--- src/rtl/wb_host_master.sv ---
// wb_host_master: single-outstanding Wishbone initiator.
// Takes one command, runs one bus cycle with timeout, and returns one response.
`timescale 1ns/1ps
module wb_host_master #(
    parameter int unsigned TIMEOUT_CYCLES = 255
) (
    input  logic        WB_CLK,
    input  logic        WB_RST,
    input  logic        cmd_valid,
    output logic        cmd_ready,
    input  logic        cmd_we,
    input  logic [16:0] cmd_adr,
    input  logic [3:0]  cmd_byte_stb,
    input  logic [31:0] cmd_wdat,
    output logic        rsp_valid,
    input  logic        rsp_ready,
    output logic [31:0] rsp_rdat,
    output logic        rsp_err,
    output logic        busy,
    output logic [16:0] WBs_ADR,
    output logic        WBs_CYC,
    output logic [3:0]  WBs_BYTE_STB,
    output logic        WBs_WE,
    output logic        WBs_RD,
    output logic        WBs_STB,
    output logic [31:0] WBs_WR_DAT,
    input  logic [31:0] WBs_RD_DAT,
    input  logic        WBs_ACK
);

    typedef enum logic [1:0] {
        IDLE = 2'd0,
        BUS  = 2'd1,
        RESP = 2'd2
    } state_t;

    // Last wait-count value; the cycle that sees it is the final bus cycle.
    localparam logic [15:0] LP_LAST = 16'(TIMEOUT_CYCLES - 1);

    state_t      r_state;
    state_t      w_next;
    logic [16:0] r_adr;
    logic [3:0]  r_bstb;
    logic        r_we;
    logic [31:0] r_wdat;
    logic [31:0] r_rdat;
    logic        r_err;
    logic [15:0] r_wait;
    logic        w_expire;

    assign w_expire     = (r_wait == LP_LAST);
    assign WBs_ADR      = r_adr;
    assign WBs_BYTE_STB = r_bstb;
    assign WBs_WR_DAT   = r_wdat;
    assign rsp_rdat     = r_rdat;
    assign rsp_err      = r_err;

    // State register.
    always_ff @(posedge WB_CLK) begin
        if (WB_RST) begin
            r_state <= IDLE;
        end else begin
            r_state <= w_next;
        end
    end

    // Next state and state-decoded outputs; ACK beats timeout in BUS.
    always_comb begin
        w_next    = r_state;
        cmd_ready = 1'b0;
        rsp_valid = 1'b0;
        busy      = 1'b1;
        WBs_CYC   = 1'b0;
        WBs_STB   = 1'b0;
        WBs_WE    = 1'b0;
        WBs_RD    = 1'b0;
        case (r_state)
            IDLE: begin
                cmd_ready = 1'b1;
                busy      = 1'b0;
                if (cmd_valid) begin
                    w_next = BUS;
                end
            end
            BUS: begin
                WBs_CYC = 1'b1;
                WBs_STB = 1'b1;
                WBs_WE  = r_we;
                WBs_RD  = ~r_we;
                if (WBs_ACK || w_expire) begin
                    w_next = RESP;
                end
            end
            RESP: begin
                rsp_valid = 1'b1;
                if (rsp_ready) begin
                    w_next = IDLE;
                end
            end
            default: begin
                w_next = IDLE;
            end
        endcase
    end

    // Command latch, wait counter and response capture.
    always_ff @(posedge WB_CLK) begin
        if (WB_RST) begin
            r_adr  <= '0;
            r_bstb <= '0;
            r_we   <= 1'b0;
            r_wdat <= '0;
            r_rdat <= '0;
            r_err  <= 1'b0;
            r_wait <= '0;
        end else begin
            case (r_state)
                IDLE: begin
                    if (cmd_valid) begin
                        r_adr  <= cmd_adr;
                        r_bstb <= cmd_byte_stb;
                        r_we   <= cmd_we;
                        r_wdat <= cmd_wdat;
                        r_wait <= '0;
                    end
                end
                BUS: begin
                    if (WBs_ACK) begin
                        r_rdat <= r_we ? 32'd0 : WBs_RD_DAT;
                        r_err  <= 1'b0;
                    end else if (w_expire) begin
                        r_rdat <= 32'd0;
                        r_err  <= 1'b1;
                    end else begin
                        r_wait <= r_wait + 16'd1;
                    end
                end
                default: begin
                end
            endcase
        end
    end

endmodule

--- config.mk ---
export PLATFORM = sky130hd
export DESIGN_NAME = wb_host_master
export DESIGN_NICKNAME = d
export VERILOG_FILES = /design/src/rtl/wb_host_master.sv
export SDC_FILE = /design/constraint.sdc
export NUM_CORES = 1
export LEC_CHECK = 0
export CAP_MARGIN = 10
export CORE_MARGIN = 4
export CORE_UTILIZATION = 38
export CTS_BUF_LIST = sky130_fd_sc_hd__clkbuf_4 sky130_fd_sc_hd__clkbuf_8
export DETAILED_ROUTE_END_ITERATION = 16
export PLACE_DENSITY = 0.82
export RECOVER_POWER = 25
export REMOVE_ABC_BUFFERS = 1
export SLEW_MARGIN = 20
export SYNTH_ARGS = -nofsm -noshare
export SYNTH_HDL_FRONTEND = slang
export SYNTH_SLANG_ARGS = --single-unit
--- constraint.sdc ---
create_clock -name WB_CLK -period 2.1 [get_ports WB_CLK]
set_input_delay 0.42 -clock WB_CLK [delete_from_list [all_inputs] [get_ports WB_CLK]]
set_output_delay 0.42 -clock WB_CLK [all_outputs]
set_load 0.02 [all_outputs]
==> run summary <==
DR WL/cell -> 15.3 um
kind of critical path -> reg -> out
DRT Wirelength -> 11800 um
first-pass GRT wire length -> 18400 um
vias per cell -> 5.09
CTS HTree Levels -> 3
Primary FF master, synth -> dfxtp_1
clk buf depth -> 2
die width -> 109 um
DRT Pass-1 Iters -> 4
diodes inserted -> 0
ys async rst share -> 0%
initial DRC count -> 245
antenna violations before repair -> 0
Synth Area per Inst -> 8.73 sq um
Design Area, Final -> 0.00615 sq mm
worst r2r src -> r_wait[8]$_SDFFE_PP0P_
most frequent cells after synthesis -> nand2_1 (121), dfxtp_1 (105), a21oi_1 (72), a22o_1 (32), clkbuf_1 (26)
port bufs -> 183
number of synthesized register bits -> 105
Hold WS -> 0.338 ns
reg-to-reg endpoint -> r_wait[8]$_SDFFE_PP0P_
R2R Setup Slk -> 0.12 ns
clk_skew -> 0.0167 ns
# IOs -> 184
Final setup violation count -> 0
Worst Path Required -> 1.68 ns
share of the synthesized area in the top cell type -> 53.7%
worst-skew pair later-pin latency -> 0.37 ns
Synth area leader -> dfxtp_1
max_cap viols -> 0
largest net degree at the start of global routing -> 73
GRT Util Overall -> 19.1%
Final Wtd Congestion -> 0.848
post-route ant nets -> 0
leak pwr -> 0.00234 uW
HP Class -> in -> reg
placed standard-cell area -> 0.00596 sq mm
Post-Syn Instances -> 448
hold path depth -> 2
CTS tree -> done
fin crit share -> 94.9%
Die ar. -> 0.0120 sq mm
Hold Startpoint -> WB_RST
CTS Sinks -> 105
Worst Path Max Fanout -> 7
outcome -> finished clean
Cell variety after synth -> 39
WHS Endpoint -> r_we$_SDFFE_PP0P_
Seq/Total Area, Yosys -> 53.7%
vias -> 3919
max-slew violation count -> 0
Setup TNS -> 0 ns
Post-synth EDFFs -> 0
Die Y -> 109 um
Reg clk slew, reported paths -> 0.10 ns
final hold viol count -> 0
worst slack, placed -> -0.302 ns
count leader, synth -> nand2_1
global route overflow -> 0
# Post-CTS Setup Buffers -> 0
top post-synthesis cells by area -> dfxtp_1 (54%), nand2_1 (12%), a21oi_1 (9.2%), a22o_1 (7.2%), clkbuf_1 (2.5%)
Critical Path Sink Type -> output port
CTS root buf -> clkbuf_8
max frequency -> 0.502 GHz
Final min period -> 1.99 ns
CP startpoint kind -> flip-flop
relative slew slack -> 26.5%
number of global-route vias before repair -> 3802
worst slew pin tran -> 1.10 ns
# DRC -> 0
Ys Warns -> 0
worst vdd ir -> 0.000414 V
TritonCTS buffer count -> 9
Power Density -> 670 mW/mm^2
final net count -> 725
# rows -> 36
filler cell count -> 832
Area Growth Syn to Fin -> 57.3%
fraction of layout cells with a size suffix above 1 -> 8.63%
Worst EP arrival -> 1.57 ns
Initial Util -> 39.5%
R2R depth -> 7
core footprint -> 0.00991 sq mm
post-route setup slack -> 0.107 ns
Post-Syn Area -> 0.00391 sq mm
dpl hpwl -> 8430 um
-- placed cells by master (no fill, tap or decap), drive strengths merged, types with 2 or more instances in the layout --
cell / instances
nand4: 4
nor2: 9
and2: 2
a21oi: 72
a211oi: 3
nor2b: 7
clkdlybuf4s50: 176
dlygate4sd2: 5
or3: 6
dfxtp: 105
clkbuf: 10
inv: 9
nor3: 2
ha: 2
buf: 21
o21ai: 12
nand3: 5
a22o: 32
nand4b: 3
clkinv: 4
a31oi: 3
and4: 2
nor4: 4
and3: 4
nand2b: 3
nand2: 121
-- worst max path at each step --
stage	end	cells past startpoint	slack, ns	start
2_1_floorplan	rsp_rdat[0]$_SDFFE_PP0P_	5	-1.02	r_state[0]$_SDFFE_PP0P_
3_3_place_gp	rsp_rdat[31]$_SDFFE_PP0P_	4	-0.20	WBs_ACK
3_5_place_dp	rsp_rdat[2]$_SDFFE_PP0P_	4	-0.30	WBs_ACK
4_1_cts	WBs_WE	4	0.01	r_state[1]$_SDFFE_PP0P_
5_1_grt	r_wait[8]$_SDFFE_PP0P_	9	-0.008	r_wait[0]$_SDFFE_PP0P_
6_report	busy	4	0.11	r_state[0]$_SDFFE_PP0P_
-- cells by family (layout without fill, tap and decap cells) --
family | count (synthesis) | in the layout | share of synthesized area, %
buf+inv | 37 | 226 | 4.41
compound gates | 130 | 130 | 20.9
simple gates | 174 | 174 | 20.3
fa+ha+maj | 2 | 2 | 0.639
flops | 105 | 105 | 53.7
-- routing by layer --
| layer | share of wire (%) | track usage, % |
|---|---|---|
| met1 | 40 | 23.1 |
| met4 | 1.8 | 5.25 |
| met5 | 0 | 0 |
| met3 | 10 | 6.87 |
| met2 | 48 | 32.2 |
-- power breakdown --
group	total, uW	internal [uW]	switching, uW
clock	1180	457	726
combinational	804	409	396
sequential	2130	2080	48.9
-- cell type report --
cell class	instances	area, sq um	share of cell area, %
flip-flops and latches	105	2110	34.2
clock buffers	9	124	2.01
inverters	6	22.5	0.366
multi-input cells	306	1660	26.9
clock inverters	7	62.6	1.02
repair buffers	204	2020	32.8
well taps	133	166	2.70
-- sequential cells by signal, indices dropped and copies added, names as in the netlist --
register,flops
rsp_rdat,32
rsp_err,1
WBs_BYTE_STB,4
WBs_ADR,17
r_we,1
WBs_WR_DAT,32
r_state,2
r_wait,16
-- critical path, stage by stage (launching register included) --
cell and delay (ns):
dfxtp_1 0.33, buf_4 0.15, nor2_2 0.16, inv_1 0.05
clkdlybuf4s50_1 0.53
-- through the flow --
stage | instances | total power [uW] | util (%)
after floorplan | 417 | 2490 | -
after global placement | 754 | 2970 | 60.1
after detailed placement | 754 | 2990 | 60.1
after CTS | 770 | 4160 | 62.0
after global routing | 770 | 4330 | 62.1
final | 770 | 4120 | 62.1
-- what timing repair did --
item | CTS | global route
endpoints found under the hold margin | 0 | 0
setup endpoints to repair | 39 | 8
hold buffers | 0 | 0
gates resized for setup | 6 | 8
pin swaps | 1 | 1
(Power assumes the default switching activity.)
